===== config.mk =====
export PLATFORM = sky130hd
export DESIGN_NAME = simple_dual_port_ram_fifo_controller_flat
export DESIGN_NICKNAME = d
export VERILOG_FILES = /design/src/rtl/simple_dual_port_ram_fifo_controller_if.sv /design/src/rtl/simple_dual_port_ram_fifo_controller.sv /design/src/flat_wrapper.sv
export SDC_FILE = /design/constraint.sdc
export NUM_CORES = 1
export LEC_CHECK = 0
export ABC_AREA = 1
export BUFFER_PORTS_ARGS = -buffer_cell sky130_fd_sc_hd__buf_4
export CORE_MARGIN = 5
export CORE_UTILIZATION = 48
export CTS_CLUSTER_DIAMETER = 80
export DETAILED_ROUTE_END_ITERATION = 6
export PLACE_DENSITY = 0.82
export SLEW_MARGIN = 20
export SYNTH_ARGS = -nofsm -noshare
export SYNTH_HDL_FRONTEND = slang
export SYNTH_SLANG_ARGS = --single-unit

===== constraint.sdc =====
create_clock -name i_clock -period 3 [get_ports i_clock]
set_clock_uncertainty 0.05 [all_clocks]
set_input_delay 0.6 -clock i_clock [delete_from_list [all_inputs] [get_ports i_clock]]
set_output_delay 0.6 -clock i_clock [all_outputs]
set_load 0.01 [all_outputs]

===== src/rtl/simple_dual_port_ram_fifo_controller_if.sv =====
// Bundle of producer, consumer and RAM-port signals around the FIFO controller.
// master = producer/consumer/RAM side, slave = the controller itself.
interface simple_dual_port_ram_fifo_controller_if #(
    parameter int WIDTH         = 8,
    parameter int ADDRESS_WIDTH = 4
);
    logic                     flush;
    logic                     write_enable;
    logic [WIDTH-1:0]         write_data;
    logic                     full;
    logic                     almost_full;
    logic                     read_enable;
    logic [WIDTH-1:0]         read_data;
    logic                     read_valid;
    logic                     empty;
    logic                     almost_empty;
    logic [ADDRESS_WIDTH:0]   level;
    logic                     overflow;
    logic                     underflow;
    logic                     memory_write_enable;
    logic [ADDRESS_WIDTH-1:0] memory_write_address;
    logic [WIDTH-1:0]         memory_write_data;
    logic                     memory_read_enable;
    logic [ADDRESS_WIDTH-1:0] memory_read_address;
    logic [WIDTH-1:0]         memory_read_data;

    modport master (
        output flush, write_enable, write_data, read_enable, memory_read_data,
        input  full, almost_full, read_data, read_valid, empty, almost_empty,
               level, overflow, underflow, memory_write_enable,
               memory_write_address, memory_write_data, memory_read_enable,
               memory_read_address
    );

    modport slave (
        input  flush, write_enable, write_data, read_enable, memory_read_data,
        output full, almost_full, read_data, read_valid, empty, almost_empty,
               level, overflow, underflow, memory_write_enable,
               memory_write_address, memory_write_data, memory_read_enable,
               memory_read_address
    );
endinterface


===== src/rtl/simple_dual_port_ram_fifo_controller.sv =====
// FIFO controller sequencing an external simple dual-port RAM with registered read.
// Owns wrap-bit pointers, status flags, sticky error bits and synchronous flush.
module simple_dual_port_ram_fifo_controller #(
    parameter int WIDTH                  = 8,
    parameter int DEPTH                  = 16,
    parameter int ADDRESS_WIDTH          = $clog2(DEPTH),
    parameter int ALMOST_FULL_THRESHOLD  = DEPTH - 2,
    parameter int ALMOST_EMPTY_THRESHOLD = 2
) (
    input  logic i_clock,
    input  logic i_resetn,
    simple_dual_port_ram_fifo_controller_if.slave bus
);
    localparam int LP_PTR_WIDTH = ADDRESS_WIDTH + 1;
    localparam logic [ADDRESS_WIDTH:0] LP_PTR_ONE      = LP_PTR_WIDTH'(1);
    localparam logic [ADDRESS_WIDTH:0] LP_ALMOST_FULL  = LP_PTR_WIDTH'(ALMOST_FULL_THRESHOLD);
    localparam logic [ADDRESS_WIDTH:0] LP_ALMOST_EMPTY = LP_PTR_WIDTH'(ALMOST_EMPTY_THRESHOLD);

    logic [ADDRESS_WIDTH:0] r_write_pointer;
    logic [ADDRESS_WIDTH:0] r_read_pointer;
    logic                   r_read_valid;
    logic                   r_overflow;
    logic                   r_underflow;

    logic [ADDRESS_WIDTH:0] w_level;
    logic                   w_full;
    logic                   w_empty;
    logic                   w_write_accept;
    logic                   w_read_accept;

    // Status depends only on the registered pointers.
    assign w_level = r_write_pointer - r_read_pointer;
    assign w_empty = (r_write_pointer == r_read_pointer);
    assign w_full  = (r_write_pointer[ADDRESS_WIDTH-1:0] == r_read_pointer[ADDRESS_WIDTH-1:0])
                  && (r_write_pointer[ADDRESS_WIDTH] != r_read_pointer[ADDRESS_WIDTH]);

    // Gating with i_resetn keeps the RAM strobes low while reset is held.
    assign w_write_accept = bus.write_enable & ~w_full  & ~bus.flush & i_resetn;
    assign w_read_accept  = bus.read_enable  & ~w_empty & ~bus.flush & i_resetn;

    always_ff @(posedge i_clock or negedge i_resetn) begin
        if (!i_resetn) begin
            r_write_pointer <= '0;
            r_read_pointer  <= '0;
            r_read_valid    <= 1'b0;
            r_overflow      <= 1'b0;
            r_underflow     <= 1'b0;
        end else if (bus.flush) begin
            r_write_pointer <= '0;
            r_read_pointer  <= '0;
            r_read_valid    <= 1'b0;
            r_overflow      <= 1'b0;
            r_underflow     <= 1'b0;
        end else begin
            if (w_write_accept) begin
                r_write_pointer <= r_write_pointer + LP_PTR_ONE;
            end
            if (w_read_accept) begin
                r_read_pointer <= r_read_pointer + LP_PTR_ONE;
            end
            r_read_valid <= w_read_accept;
            r_overflow   <= r_overflow  | (bus.write_enable & w_full);
            r_underflow  <= r_underflow | (bus.read_enable  & w_empty);
        end
    end

    assign bus.level        = w_level;
    assign bus.full         = w_full;
    assign bus.empty        = w_empty;
    assign bus.almost_full  = (w_level >= LP_ALMOST_FULL);
    assign bus.almost_empty = (w_level <= LP_ALMOST_EMPTY);
    assign bus.overflow     = r_overflow;
    assign bus.underflow    = r_underflow;
    assign bus.read_valid   = r_read_valid;
    assign bus.read_data    = bus.memory_read_data;

    assign bus.memory_write_enable  = w_write_accept;
    assign bus.memory_write_address = r_write_pointer[ADDRESS_WIDTH-1:0];
    assign bus.memory_write_data    = bus.write_data;
    assign bus.memory_read_enable   = w_read_accept;
    assign bus.memory_read_address  = r_read_pointer[ADDRESS_WIDTH-1:0];
endmodule


===== src/flat_wrapper.sv =====
// flat-port wrapper written by rule: the top's interface ports become plain ports
module simple_dual_port_ram_fifo_controller_flat 
#(
    parameter int WIDTH                  = 8,
    parameter int DEPTH                  = 16,
    parameter int ADDRESS_WIDTH          = $clog2(DEPTH),
    parameter int ALMOST_FULL_THRESHOLD  = DEPTH - 2,
    parameter int ALMOST_EMPTY_THRESHOLD = 2
)
  (i_clock, i_resetn, bus_flush, bus_write_enable, bus_write_data, bus_read_enable, bus_memory_read_data, bus_full, bus_almost_full, bus_read_data, bus_read_valid, bus_empty, bus_almost_empty, bus_level, bus_overflow, bus_underflow, bus_memory_write_enable, bus_memory_write_address, bus_memory_write_data, bus_memory_read_enable, bus_memory_read_address);
  simple_dual_port_ram_fifo_controller_if #(.WIDTH(WIDTH), .ADDRESS_WIDTH(ADDRESS_WIDTH)) bus_i ();
  input  logic i_clock;
  input  logic i_resetn;
  input wire logic [$bits(bus_i.flush)-1:0] bus_flush;
  input wire logic [$bits(bus_i.write_enable)-1:0] bus_write_enable;
  input wire logic [$bits(bus_i.write_data)-1:0] bus_write_data;
  input wire logic [$bits(bus_i.read_enable)-1:0] bus_read_enable;
  input wire logic [$bits(bus_i.memory_read_data)-1:0] bus_memory_read_data;
  output wire logic [$bits(bus_i.full)-1:0] bus_full;
  output wire logic [$bits(bus_i.almost_full)-1:0] bus_almost_full;
  output wire logic [$bits(bus_i.read_data)-1:0] bus_read_data;
  output wire logic [$bits(bus_i.read_valid)-1:0] bus_read_valid;
  output wire logic [$bits(bus_i.empty)-1:0] bus_empty;
  output wire logic [$bits(bus_i.almost_empty)-1:0] bus_almost_empty;
  output wire logic [$bits(bus_i.level)-1:0] bus_level;
  output wire logic [$bits(bus_i.overflow)-1:0] bus_overflow;
  output wire logic [$bits(bus_i.underflow)-1:0] bus_underflow;
  output wire logic [$bits(bus_i.memory_write_enable)-1:0] bus_memory_write_enable;
  output wire logic [$bits(bus_i.memory_write_address)-1:0] bus_memory_write_address;
  output wire logic [$bits(bus_i.memory_write_data)-1:0] bus_memory_write_data;
  output wire logic [$bits(bus_i.memory_read_enable)-1:0] bus_memory_read_enable;
  output wire logic [$bits(bus_i.memory_read_address)-1:0] bus_memory_read_address;
  assign bus_i.flush = bus_flush;
  assign bus_i.write_enable = bus_write_enable;
  assign bus_i.write_data = bus_write_data;
  assign bus_i.read_enable = bus_read_enable;
  assign bus_i.memory_read_data = bus_memory_read_data;
  assign bus_full = bus_i.full;
  assign bus_almost_full = bus_i.almost_full;
  assign bus_read_data = bus_i.read_data;
  assign bus_read_valid = bus_i.read_valid;
  assign bus_empty = bus_i.empty;
  assign bus_almost_empty = bus_i.almost_empty;
  assign bus_level = bus_i.level;
  assign bus_overflow = bus_i.overflow;
  assign bus_underflow = bus_i.underflow;
  assign bus_memory_write_enable = bus_i.memory_write_enable;
  assign bus_memory_write_address = bus_i.memory_write_address;
  assign bus_memory_write_data = bus_i.memory_write_data;
  assign bus_memory_read_enable = bus_i.memory_read_enable;
  assign bus_memory_read_address = bus_i.memory_read_address;
  simple_dual_port_ram_fifo_controller #(.WIDTH(WIDTH), .DEPTH(DEPTH), .ADDRESS_WIDTH(ADDRESS_WIDTH), .ALMOST_FULL_THRESHOLD(ALMOST_FULL_THRESHOLD), .ALMOST_EMPTY_THRESHOLD(ALMOST_EMPTY_THRESHOLD)) u_core (.i_clock(i_clock), .i_resetn(i_resetn), .bus(bus_i));
endmodule

* Word level (Yosys, flattened, before mapping) *
Index checks and enable logic that the tools add are counted.

storage, ports and cells
  register bits = 13
  latch bits = 0
  RAM bits = 0
  bits in read-only memories = 0
  input port bits = 21
  output and inout port bits = 38
  logic and storage cells = 36
  memories = 0

cells by class
  $add $sub $neg = 3
  $mul = 0
  divide/modulo/power cells = 0
  $lt $le $gt $ge = 2
  eq/ne operators = 3
  shift operators = 0
  muxes and demuxes = 7
  bitwise operators = 13
  reductions and logical operators = 3

operators by type and width
  cell                                                             count
  2-to-1 mux 5 bit                                                 4
  adder 5 x 1 -> 5 bit (second input constant)                     2
  AND 1 bit                                                        8
  == test 5 bit                                                    1
  >= comparator 5 x 4 -> 1 bit (second input constant)             1
  less-or-equal comparator 5 x 2 -> 1 bit (second input constant)  1
  subtractor 5 bit                                                 1
  == test 4 bit                                                    1
  nonzero test 2 bit                                               2
  2-to-1 mux 1 bit                                                 3
  NOT 1 bit                                                        3
  bitwise OR 1 bit                                                 2
  logical AND 1 bit                                                1
  inequality test 1 bit                                            1

* Logic depth before layout (Yosys ltp) *
  word-level depth = 8
  mapped depth = 10

* Worst setup path after synthesis *
OpenSTA, ideal clock, no wires.

  path type = register -> output
  start = reg u_core.r_write_pointer[0]
  end = out bus_almost_full
  data arrival time = 1.637 ns
  slack = 0.713 ns
  cell stages (with the launch flop) = 9
  cells stage by stage = dfrtp_1 > inv_1 > ha_1 > inv_1 > fa_1 > xor2_1 > and2_1 > nand2_1 > nand2_1

on the way
  word-level cells in the longest chain between the ends = 2

ends and longest elaborated chain
  item                          line                                        RTL
  start, declared               simple_dual_port_ram_fifo_controller.sv:19  logic [ADDRESS_WIDTH:0] r_write_pointer;
  start signal, assigned        simple_dual_port_ram_fifo_controller.sv:56  r_write_pointer <= r_write_pointer + LP_PTR_ONE;
  subtractor 5 bit              simple_dual_port_ram_fifo_controller.sv:32  assign w_level = r_write_pointer - r_read_pointer;
  named net bus_level[2]        flat_wrapper.sv:25                          output wire logic [$bits(bus_i.level)-1:0] bus_level;
  >= comparator 5 x 4 -> 1 bit  simple_dual_port_ram_fifo_controller.sv:70  assign bus.almost_full = (w_level >= LP_ALMOST_FULL);
  end, declared                 flat_wrapper.sv:20                          output wire logic [$bits(bus_i.almost_full)-1:0] bus_almost_full;

The timed path passes the listed nets, and every way through them passes these cells.

* Worst setup path in the final report *
  start = reg u_core.r_write_pointer[0]
  end = out bus_almost_full

on the way
  word-level cells in the longest chain between the ends = 2

ends and longest elaborated chain
  item                          line
  subtractor 5 bit              simple_dual_port_ram_fifo_controller.sv:32
  >= comparator 5 x 4 -> 1 bit  simple_dual_port_ram_fifo_controller.sv:70

Every way passes these cells.

==> flow_summary.ini <==
[outcome]
status = finished, final reports clean

[synthesis]
synth_edf_count = 0
async_flop_share = 1.00
synth_largest_area_cell = dfrtp_1
yosys-top-cells-count = nand2_1, buf_4, inv_1
synth.avg_cell_area_um2 = 7.36
ys_types = 21
yosysWarnings = 0
synth_seq_area_share = 0.296
syn_nets = 177
synth-seq-cells = 13
yosysTopAreaCellShare = 0.296
synth_cells = 149
yosysMostFrequentCell = nand2_1
synth_area_um2 = 1100
yosys-top-cells-area = dfrtp_1, buf_4, nand2_1
synth_ff_type = dfrtp_1

[setup_path]
r2r_setup_slack_ns = 1.24
cp_slowest_cell = dfrtp_1
cp_data_arrival_time_ns = 2.04
r2r_start = u_core.r_read_pointer[2]
crit_chain = inv_1, ha_1, inv_1, fa_1, xor2_1, and2_1, nand2_1, nand2_1, buf_4
endpoint = bus_almost_full
startpoint = u_core.r_write_pointer[0]
slowest_delay_ns = 0.43
worst-path-max-fanout = 5
start_kind = register
endpoint_kind = output pin
crit_type = register to output pin
cp.required_ns = 2.35
worstReg2RegEnd = u_core.r_read_pointer[1]
r2r_cells = 9

[finish]
antenna_cells = 0
fin_nets = 183
fillCellCount = 218
area_delta_synth_final_pct = 5.93
drive_above_1_share = 0.240
multi_input_area_um2 = 490
seq_area_um2 = 325

[power_and_ir_drop]
static-leakage-power_nw = 0.674
total_power_w = 0.000386
clock_power_share = 0.279
ir_drop_uv = 189
p_int_w = 0.000274
switching_power_w = 0.000113
power.share.sequential = 0.478
switching_share = 0.291
p_per_area_nw_per_um2 = 333
combPwrFrac = 0.243

[die]
die_x_um = 57.8
initial_core_util = 0.501
dieArea_um2 = 3340
die_h_um = 57.8
io_pins = 59
rows = 17
core_um2 = 2190

[cts]
cts_post_setup_buffers_inserted = 0
cts.htree.levels = 1
ctsResizeCount = 0
cts_tree = built
cts.clk_slew.worst_paths_ns = 0.08
clockBufferDepth = 2
cts_made_buffers = 3
clk-insertion-delay-late_ns = 0.28
ctsHoldBuffers = 0
clock_sinks = 13
ctsRootBufferMaster = clkbuf_4

[routing]
first_pass_iters = 4
wl_per_cell_um = 11.6
vias_per_cell = 4.92
drt_iter0_markers = 18
routed_wl_um = 2110
ant_nets = 0
drc = 0
via_count = 895

[grt]
antenna_found_initial = 0
grt_pass1_wl_um = 3550
track_usage = 0.135
grt_max_degree = 15
grt_pass1_vias = 849
grt.overflow.total = 0

[timing]
tightestPinTransition_ns = 0.245
setup_viol = 0
setup_ws_ns = 0.311
slew_headroom = 0.836
clock.fmax_ghz = 0.372
fin_hold_ws_ns = 0.109
rsz0062_at_grt = false
fin_crit_sh = 0.896
setup_tns_ns = 0
slew_violations = 0
hold_violations = 0
fin_crit_ns = 2.69

[place]
io_buffer_count = 26
dp_hpwl_um = 1670
place.gp.congestion = 0.796
place_ws_ns = 0.617

[worst_hold_path]
hold_class = input port to async pin

[job]
cap_violations = 0
[per-layer routing]
metal | vias up | routed length, um | GRT usage
met3 | 9 | 180 | 0.0200
met1 | 402 | 864 | 0.148
met2 | 36 | 982 | 0.229
met5 | - | 0 | 0
met4 | 0 | 82 | 0.113
li1 | 448 | - | -
[cell type report]
cell class	instances	share of cell area
Timing Repair Buffer	27	0.174
Tap cell	28	0.0301
Multi-Input combinational cell	88	0.422
Clock buffer	4	0.0226
Inverter	22	0.0710
Sequential cell	13	0.280
[flip-flops by register name, indices dropped and copies added (netlist names)]
signal	cells
u_core.bus.overflow	1
u_core.bus.read_valid	1
u_core.bus.underflow	1
u_core.r_read_pointer	5
u_core.r_write_pointer	5
[power groups by stage]
stage	registers [W]	logic, W	clock network [W]
final	0.000185	0.0000939	0.000108
after global routing	0.000186	0.000104	0.000119
after CTS	0.000185	0.0000951	0.000111
after detailed placement	0.000188	0.0000948	0
after global placement	0.000188	0.0000926	0
after floorplan	0.000188	0.0000760	0
[worst max-delay path, delay by kind of cell, from the launching register on]
| family | cells | cell delay, ns |
|---|---|---|
| fa+ha+maj | 2 | 0.54 |
| flops | 1 | 0.43 |
| simple gates | 3 | 0.28 |
| buf+inv | 3 | 0.28 |
| xor+xnor | 1 | 0.23 |
[how the worst min path moves through the flow]
stage | endpoint | cells past startpoint
final | u_core.r_read_pointer[0] | 1
after CTS | u_core.r_read_pointer[2] | 1
after floorplan | u_core.bus.overflow | 0
after detailed placement | u_core.r_read_pointer[2] | 1
after global routing | u_core.r_read_pointer[2] | 1
after global placement | u_core.bus.read_valid | 1
[cell usage in the layout, fill, tap and decap left out]
cell type / synthesis / layout
nand2_1: 32 / 32
nand3_1: 19 / 19
xnor2_1: 1 / 1
xor2_1: 4 / 4
fa_1: 1 / 1
a21oi_1: 3 / 3
dfrtp_1: 13 / 13
o21ai_0: 1 / 1
nor2_2: 1 / 1
nor2_1: 8 / 8
nor2_4: 1 / 1
o21a_1: 1 / 1
clkbuf_4: 1 / 3
nand2_2: 4 / 4
buf_4: 24 / 27
ha_1: 6 / 6
o21ai_1: 4 / 4
clkbuf_1: 0 / 1
and2_1: 1 / 1
inv_1: 22 / 22
nand3_2: 1 / 1
[through the flow]
stage	utilization	std cells	area (um^2)
after floorplan	-	149	1100
after global placement	0.519	178	1140
after detailed placement	0.519	178	1140
after CTS	0.531	182	1160
after global routing	0.531	182	1160
final	0.531	182	1160
[cell families (layout without fill, tap and decap cells)]
logic type,after synthesis,in the layout,synth area share
adders and majority gates,7,7,0.0867
xor gates and xnor gates,5,5,0.0399
DFF,13,13,0.296
buffers and inverters,48,53,0.257
AOI/OAI and AO/OA,9,9,0.0433
and+or+nand+nor,67,67,0.277
Power figures use the tool's default switching activity.
